$ cat src/rtl/pom_new_task_arbiter_if.sv
// Stream bundle around the new-task arbiter: one request lane per accelerator in, one merged lane out.
// The master modport is the arbiter's view; slave is the accelerators-plus-gateway view.
interface pom_new_task_arbiter_if #(
   parameter int NUM_ACCS = 16
);
   logic [NUM_ACCS-1:0]    acc_tvalid;
   logic [NUM_ACCS-1:0]    acc_tready;
   logic [64*NUM_ACCS-1:0] acc_tdata;
   logic [NUM_ACCS-1:0]    acc_tlast;
   logic [5*NUM_ACCS-1:0]  acc_tdest;

   logic                   out_tvalid;
   logic                   out_tready;
   logic [63:0]            out_tdata;
   logic                   out_tlast;
   logic [4:0]             out_tid;
   logic [4:0]             out_tdest;

   modport master (
      input  acc_tvalid, acc_tdata, acc_tlast, acc_tdest, out_tready,
      output acc_tready, out_tvalid, out_tdata, out_tlast, out_tid, out_tdest
   );

   modport slave (
      output acc_tvalid, acc_tdata, acc_tlast, acc_tdest, out_tready,
      input  acc_tready, out_tvalid, out_tdata, out_tlast, out_tid, out_tdest
   );
endinterface

$ cat src/rtl/pom_new_task_arbiter.sv
// Round-robin packet arbiter merging accelerator new-task streams into the gateway input,
// holding each grant for a whole packet and tagging every beat with the source port in tid.
module pom_new_task_arbiter #(
   parameter  int NUM_ACCS = 16,
   localparam int PTR_W    = $clog2(NUM_ACCS)
) (
   input  logic                   clk,
   input  logic                   rst,
   pom_new_task_arbiter_if.master bus
);

   localparam int CW = PTR_W + 1;

   typedef enum logic {
      IDLE,
      XFER
   } state_t;

   state_t           state;
   logic [PTR_W-1:0] rr_ptr;
   logic [PTR_W-1:0] grant;

   logic             out_tvalid_q;
   logic [63:0]      out_tdata_q;
   logic             out_tlast_q;
   logic [4:0]       out_tid_q;
   logic [4:0]       out_tdest_q;

   logic             req_found;
   logic [PTR_W-1:0] req_idx;
   logic [CW-1:0]    cand;

   logic             can_load;
   logic             accept;
   logic [63:0]      sel_data;
   logic [4:0]       sel_dest;
   logic             sel_last;
   logic [NUM_ACCS-1:0] acc_tready_c;

   // Scan downward so the last hit, i.e. the lowest offset from rr_ptr, wins.
   always_comb begin
      // NOTE: every signal written here gets a default first; a missed path would infer a latch.
      req_found = 1'b0;
      req_idx   = '0;
      cand      = '0;
      for (int i = NUM_ACCS - 1; i >= 0; i--) begin
         cand = {1'b0, rr_ptr} + CW'(i);
         if (cand >= CW'(NUM_ACCS)) begin
            cand = cand - CW'(NUM_ACCS);
         end
         if (bus.acc_tvalid[cand[PTR_W-1:0]]) begin
            req_found = 1'b1;
            req_idx   = cand[PTR_W-1:0];
         end
      end
   end

   assign can_load = !out_tvalid_q || bus.out_tready;
   assign sel_data = bus.acc_tdata[int'(grant)*64 +: 64];
   assign sel_dest = bus.acc_tdest[int'(grant)*5 +: 5];
   assign sel_last = bus.acc_tlast[grant];
   assign accept   = (state == XFER) && bus.acc_tvalid[grant] && can_load;

   always_comb begin
      acc_tready_c = '0;
      if (state == XFER) begin
         acc_tready_c[grant] = can_load;
      end
   end

   // NOTE: state registers use <= so every reader sees the pre-edge value regardless of block order.
   always_ff @(posedge clk) begin
      if (rst) begin
         state        <= IDLE;
         rr_ptr       <= '0;
         grant        <= '0;
         out_tvalid_q <= 1'b0;
         out_tdata_q  <= '0;
         out_tlast_q  <= 1'b0;
         out_tid_q    <= '0;
         out_tdest_q  <= '0;
      end else begin
         case (state)
            IDLE: begin
               if (req_found) begin
                  grant <= req_idx;
                  state <= XFER;
               end
            end
            XFER: begin
               if (accept && sel_last) begin
                  rr_ptr <= (grant == PTR_W'(NUM_ACCS - 1)) ? '0 : grant + 1'b1;
                  state  <= IDLE;
               end
            end
            default: state <= IDLE;
         endcase

         // A load in the same cycle as a drain simply replaces the buffered beat.
         if (accept) begin
            out_tvalid_q <= 1'b1;
            out_tdata_q  <= sel_data;
            out_tlast_q  <= sel_last;
            out_tid_q    <= 5'(grant);
            out_tdest_q  <= sel_dest;
         end else if (bus.out_tready) begin
            out_tvalid_q <= 1'b0;
         end
      end
   end

   assign bus.acc_tready = acc_tready_c;
   assign bus.out_tvalid = out_tvalid_q;
   assign bus.out_tdata  = out_tdata_q;
   assign bus.out_tlast  = out_tlast_q;
   assign bus.out_tid    = out_tid_q;
   assign bus.out_tdest  = out_tdest_q;

   a_ready_onehot: assert property (@(posedge clk) $onehot0(acc_tready_c));

   a_out_hold: assert property (@(posedge clk) disable iff (rst)
      (out_tvalid_q && !bus.out_tready) |=>
         $stable({out_tvalid_q, out_tdata_q, out_tlast_q, out_tid_q, out_tdest_q}));

endmodule

$ cat src/flat_wrapper.sv
// flat-port wrapper written by rule: the top's interface ports become plain ports
module pom_new_task_arbiter_flat 
#(
   parameter  int NUM_ACCS = 16,
   localparam int PTR_W    = $clog2(NUM_ACCS)
)
  (clk, rst, bus_acc_tvalid, bus_acc_tdata, bus_acc_tlast, bus_acc_tdest, bus_out_tready, bus_acc_tready, bus_out_tvalid, bus_out_tdata, bus_out_tlast, bus_out_tid, bus_out_tdest);
  pom_new_task_arbiter_if #(.NUM_ACCS(NUM_ACCS)) bus_i ();
  input  logic clk;
  input  logic rst;
  input wire logic [$bits(bus_i.acc_tvalid)-1:0] bus_acc_tvalid;
  input wire logic [$bits(bus_i.acc_tdata)-1:0] bus_acc_tdata;
  input wire logic [$bits(bus_i.acc_tlast)-1:0] bus_acc_tlast;
  input wire logic [$bits(bus_i.acc_tdest)-1:0] bus_acc_tdest;
  input wire logic [$bits(bus_i.out_tready)-1:0] bus_out_tready;
  output wire logic [$bits(bus_i.acc_tready)-1:0] bus_acc_tready;
  output wire logic [$bits(bus_i.out_tvalid)-1:0] bus_out_tvalid;
  output wire logic [$bits(bus_i.out_tdata)-1:0] bus_out_tdata;
  output wire logic [$bits(bus_i.out_tlast)-1:0] bus_out_tlast;
  output wire logic [$bits(bus_i.out_tid)-1:0] bus_out_tid;
  output wire logic [$bits(bus_i.out_tdest)-1:0] bus_out_tdest;
  assign bus_i.acc_tvalid = bus_acc_tvalid;
  assign bus_i.acc_tdata = bus_acc_tdata;
  assign bus_i.acc_tlast = bus_acc_tlast;
  assign bus_i.acc_tdest = bus_acc_tdest;
  assign bus_i.out_tready = bus_out_tready;
  assign bus_acc_tready = bus_i.acc_tready;
  assign bus_out_tvalid = bus_i.out_tvalid;
  assign bus_out_tdata = bus_i.out_tdata;
  assign bus_out_tlast = bus_i.out_tlast;
  assign bus_out_tid = bus_i.out_tid;
  assign bus_out_tdest = bus_i.out_tdest;
  pom_new_task_arbiter #(.NUM_ACCS(NUM_ACCS)) u_core (.clk(clk), .rst(rst), .bus(bus_i));
endmodule
$ cat config.mk
export PLATFORM = sky130hd
export DESIGN_NAME = pom_new_task_arbiter_flat
export DESIGN_NICKNAME = d
export VERILOG_FILES = /design/src/rtl/pom_new_task_arbiter_if.sv /design/src/rtl/pom_new_task_arbiter.sv /design/src/flat_wrapper.sv
export SDC_FILE = /design/constraint.sdc
export NUM_CORES = 1
export LEC_CHECK = 0
export ABC_AREA = 0
export BUFFER_PORTS_ARGS = -buffer_cell sky130_fd_sc_hd__buf_2
export CAP_MARGIN = 5
export CORE_AREA = 10 10 465 467
export DETAILED_ROUTE_END_ITERATION = 8
export DIE_AREA = 0 0 475 477
export PLACE_DENSITY_LB_ADDON = 0.05
export SKIP_LAST_GASP = 1
export SLEW_MARGIN = 20
export SYNTH_ARGS = -nofsm -noshare
export SYNTH_HDL_FRONTEND = slang
export SYNTH_SLANG_ARGS = --single-unit
$ cat constraint.sdc
create_clock -name clk -period 5.85 [get_ports clk]
set_clock_uncertainty 0.05 [all_clocks]
set_input_delay 0.585 -clock clk [delete_from_list [all_inputs] [get_ports clk]]
set_output_delay 0.585 -clock clk [all_outputs]
set_load 0.005 [all_outputs]
==> metrics.csv <==
metric;value;unit
die_h;477;um
placed_cells;4917;
dieArea;0.2266;mm^2
slew_headroom;0.2809;
h-tree-depth;3;
cp.arrival;4.40;ns
via_per_inst;3.446;
synthFlopType;dfxtp_1;
area_growth;71.56;%
worstMarginPinSlew;1.079;ns
postSynth.asyncResetShare;0;
nets;3374;
vias;17160;
grt_usage;0.1420;
clk_pin_slew;0.10;ns
cp-start-kind;flip-flop;
place_area;0.02288;mm^2
ys_top_cells_by_area;mux4_2 (62%), dfxtp_1 (12%), nand2_1 (4.9%);
avgSynthCellArea;12.54;um^2
drt-total-wl;168800;um
core;0.2064;mm^2
tns;0;ns
grt_pass1_vias;18020;
synthMostInstantiatedCell;mux4_2;
die_w;475;um
hold_depth;3;
dr.pass1.iters;5;
setup_viol;0;
p_per_area;255.8;mW/mm^2
synth_commonest_cells;mux4_2 (377), nand2_1 (176), a21oi_1 (92);
netlist_area;0.01359;mm^2
grt_start_max_net_pins;130;
ys_types;63;
clock_sinks;84;
fillerInstances;23860;
min_period_over_period;0.7031;
remaining_drc_errors;0;
io_buffers;1229;
ys_seq_area_frac;0.1238;
grt_pass1_wl;210400;um
finalInstanceArea;0.02331;mm^2
ios;1231;
cts_hold_buf;0;
antenna_found_initial;243;
ctsResizeCount;0;
hold-worst-slack;0.3954;ns
drive_gt1_frac;0.7524;
crit_path_end_kind;flip-flop;
syn-instance-count;1083;
fp-row-count;167;
ant_nets;0;
clock_path_buffers;2;
cp.required;6.14;ns
ys_warn_count;0;
worstPathMaxFanout;19;
fin_util;0.1129;
wl_per_cell;33.90;um
hold_viol_final;0;
rsz0062_at_grt;false;
gp_congestion;0.8766;
synth_seq_cells;84;
synth_top_area_share;0.6250;
cts_setup_buffers;0;
p_leak;8.977;nW
cts_made_buffers;9;
drtIter0Drc;970;
maxCapViolations;0;
initial_core_util;0.06581;
synth_edf_count;0;
clkLatencyLatePin;0.44;ns
maxSlewViolCount;0;
clockRootBuffer;clkbuf_16;
vdd_drop_max;0.2035;mV
grt-ovfl-total;0;
rr_worst_depth;10;
fin_cells;4980;
dp_hpwl;149900;um
tritoncts;done;
syn-num-nets;2233;
fmax;243.1;MHz
yosysTopAreaCell;mux4_2;
hold_class;in -> reg;
criticalPathCategory;reg -> reg;
status;complete, no violations;
fin_crit;4.113;ns
[per-layer routing]
layer	part of all wire	vias to the layer above	wire length, um	track usage
met5	0.0055	-	927	0
met4	0.013	154	2192	0.01218
met3	0.098	368	16580	0.06356
met2	0.49	980	82440	0.2464
met1	0.40	8705	66690	0.1662
li1	-	6954	-	-
[power by group]
| part | internal, mW | total (mW) | switching, mW |
|---|---|---|---|
| combinational | 2.08 | 4.42 | 2.34 |
| sequential | 0.671 | 0.789 | 0.118 |
| clock | 0.377 | 0.754 | 0.377 |
| total | 3.13 | 5.96 | 2.84 |
[critical path: stages, from the launching register on]
cell,delay [ns]
dfxtp_1,0.35
inv_1,0.20
ha_1,0.89
mux4_1,0.52
mux2_2,0.35
mux2_4,0.33
or3_4,0.41
nor3_2,0.19
a31o_2,0.34
nor4_1,0.11
a32o_1,0.24
[stage by stage]
| step | power, mW | setup slack (ns) |
|---|---|---|
| 3_5_place_dp | 5.382 | 1.725 |
| 2_1_floorplan | 3.410 | 1.718 |
| 3_3_place_gp | 5.397 | 1.642 |
| 6_report | 5.963 | 1.737 |
| 5_1_grt | 6.405 | 1.428 |
| 4_1_cts | 6.215 | 1.676 |
[path summary, 6_finish.rpt]
path	start	slack (ns)	endpoint
worst min register to register	u_core.bus.out_tdata[5]	0.40	u_core.bus.out_tdata[5]
worst max-delay path	u_core.rr_ptr[1]	1.74	u_core.grant[1]
worst min-delay path	bus_out_tready	0.40	u_core.bus.out_tvalid
worst max register to register	u_core.rr_ptr[1]	1.74	u_core.grant[1]
[sequential cells by signal, summed over array words and instances (netlist names)]
name,cells
u_core.bus.out_tdest,5
u_core.grant,4
u_core.bus.out_tid,4
u_core.state,1
u_core.bus.out_tvalid,1
u_core.bus.out_tdata,64
u_core.bus.out_tlast,1
u_core.rr_ptr,4
[cells by family (layout without fill, tap and decap cells)]
kind of cell	Yosys count	count (layout)	share of synthesized area
fa+ha+maj	11	11	0.01013
mux	430	430	0.6684
xor+xnor	11	11	0.007645
flops	84	84	0.1238
buf+inv	135	1281	0.03988
other cells	1	48	0.0002760
compound gates	156	156	0.07119
simple gates	255	255	0.07874
[placed cells by master, fill, tap and decap left out, types with 3 or more instances in the layout]
cell type,Yosys,final
a21o_1,3,3
o221ai_1,3,3
nand2_1,176,175
xnor2_1,7,7
nand2b_1,3,3
mux4_2,377,377
buf_2,7,1228
buf_4,3,22
ha_1,11,11
o21ai_0,7,7
dfxtp_1,84,80
o211ai_1,4,4
buf_12,0,3
nor4_1,4,4
a211oi_1,7,7
and3_1,4,4
nor2_1,33,33
o22ai_1,4,4
mux2_2,14,14
xor2_1,3,3
clkbuf_1,88,3
nand3_1,7,7
mux2i_1,35,35
inv_1,9,8
nor2b_1,7,7
a31oi_1,5,5
diode_2,0,47
nor3_1,8,8
a22oi_1,5,5
dfxtp_4,0,3
nand3b_1,3,3
clkbuf_16,0,9
a21oi_1,92,92
[final cells by class]
cell class / count / area (um^2) / area share
Clock inverter: 4 / 75.07 / 0.003221
Tap cell: 2704 / 3383 / 0.1452
Clock buffer: 12 / 236.5 / 0.01015
Antenna cell: 47 / 117.6 / 0.005046
Sequential cell: 84 / 1694 / 0.07269
Multi-Input combinational cell: 864 / 11370 / 0.4879
Timing Repair Buffer: 1254 / 6382 / 0.2738
Inverter: 11 / 46.29 / 0.001986
No activity file was read; power rests on OpenSTA's default activity.
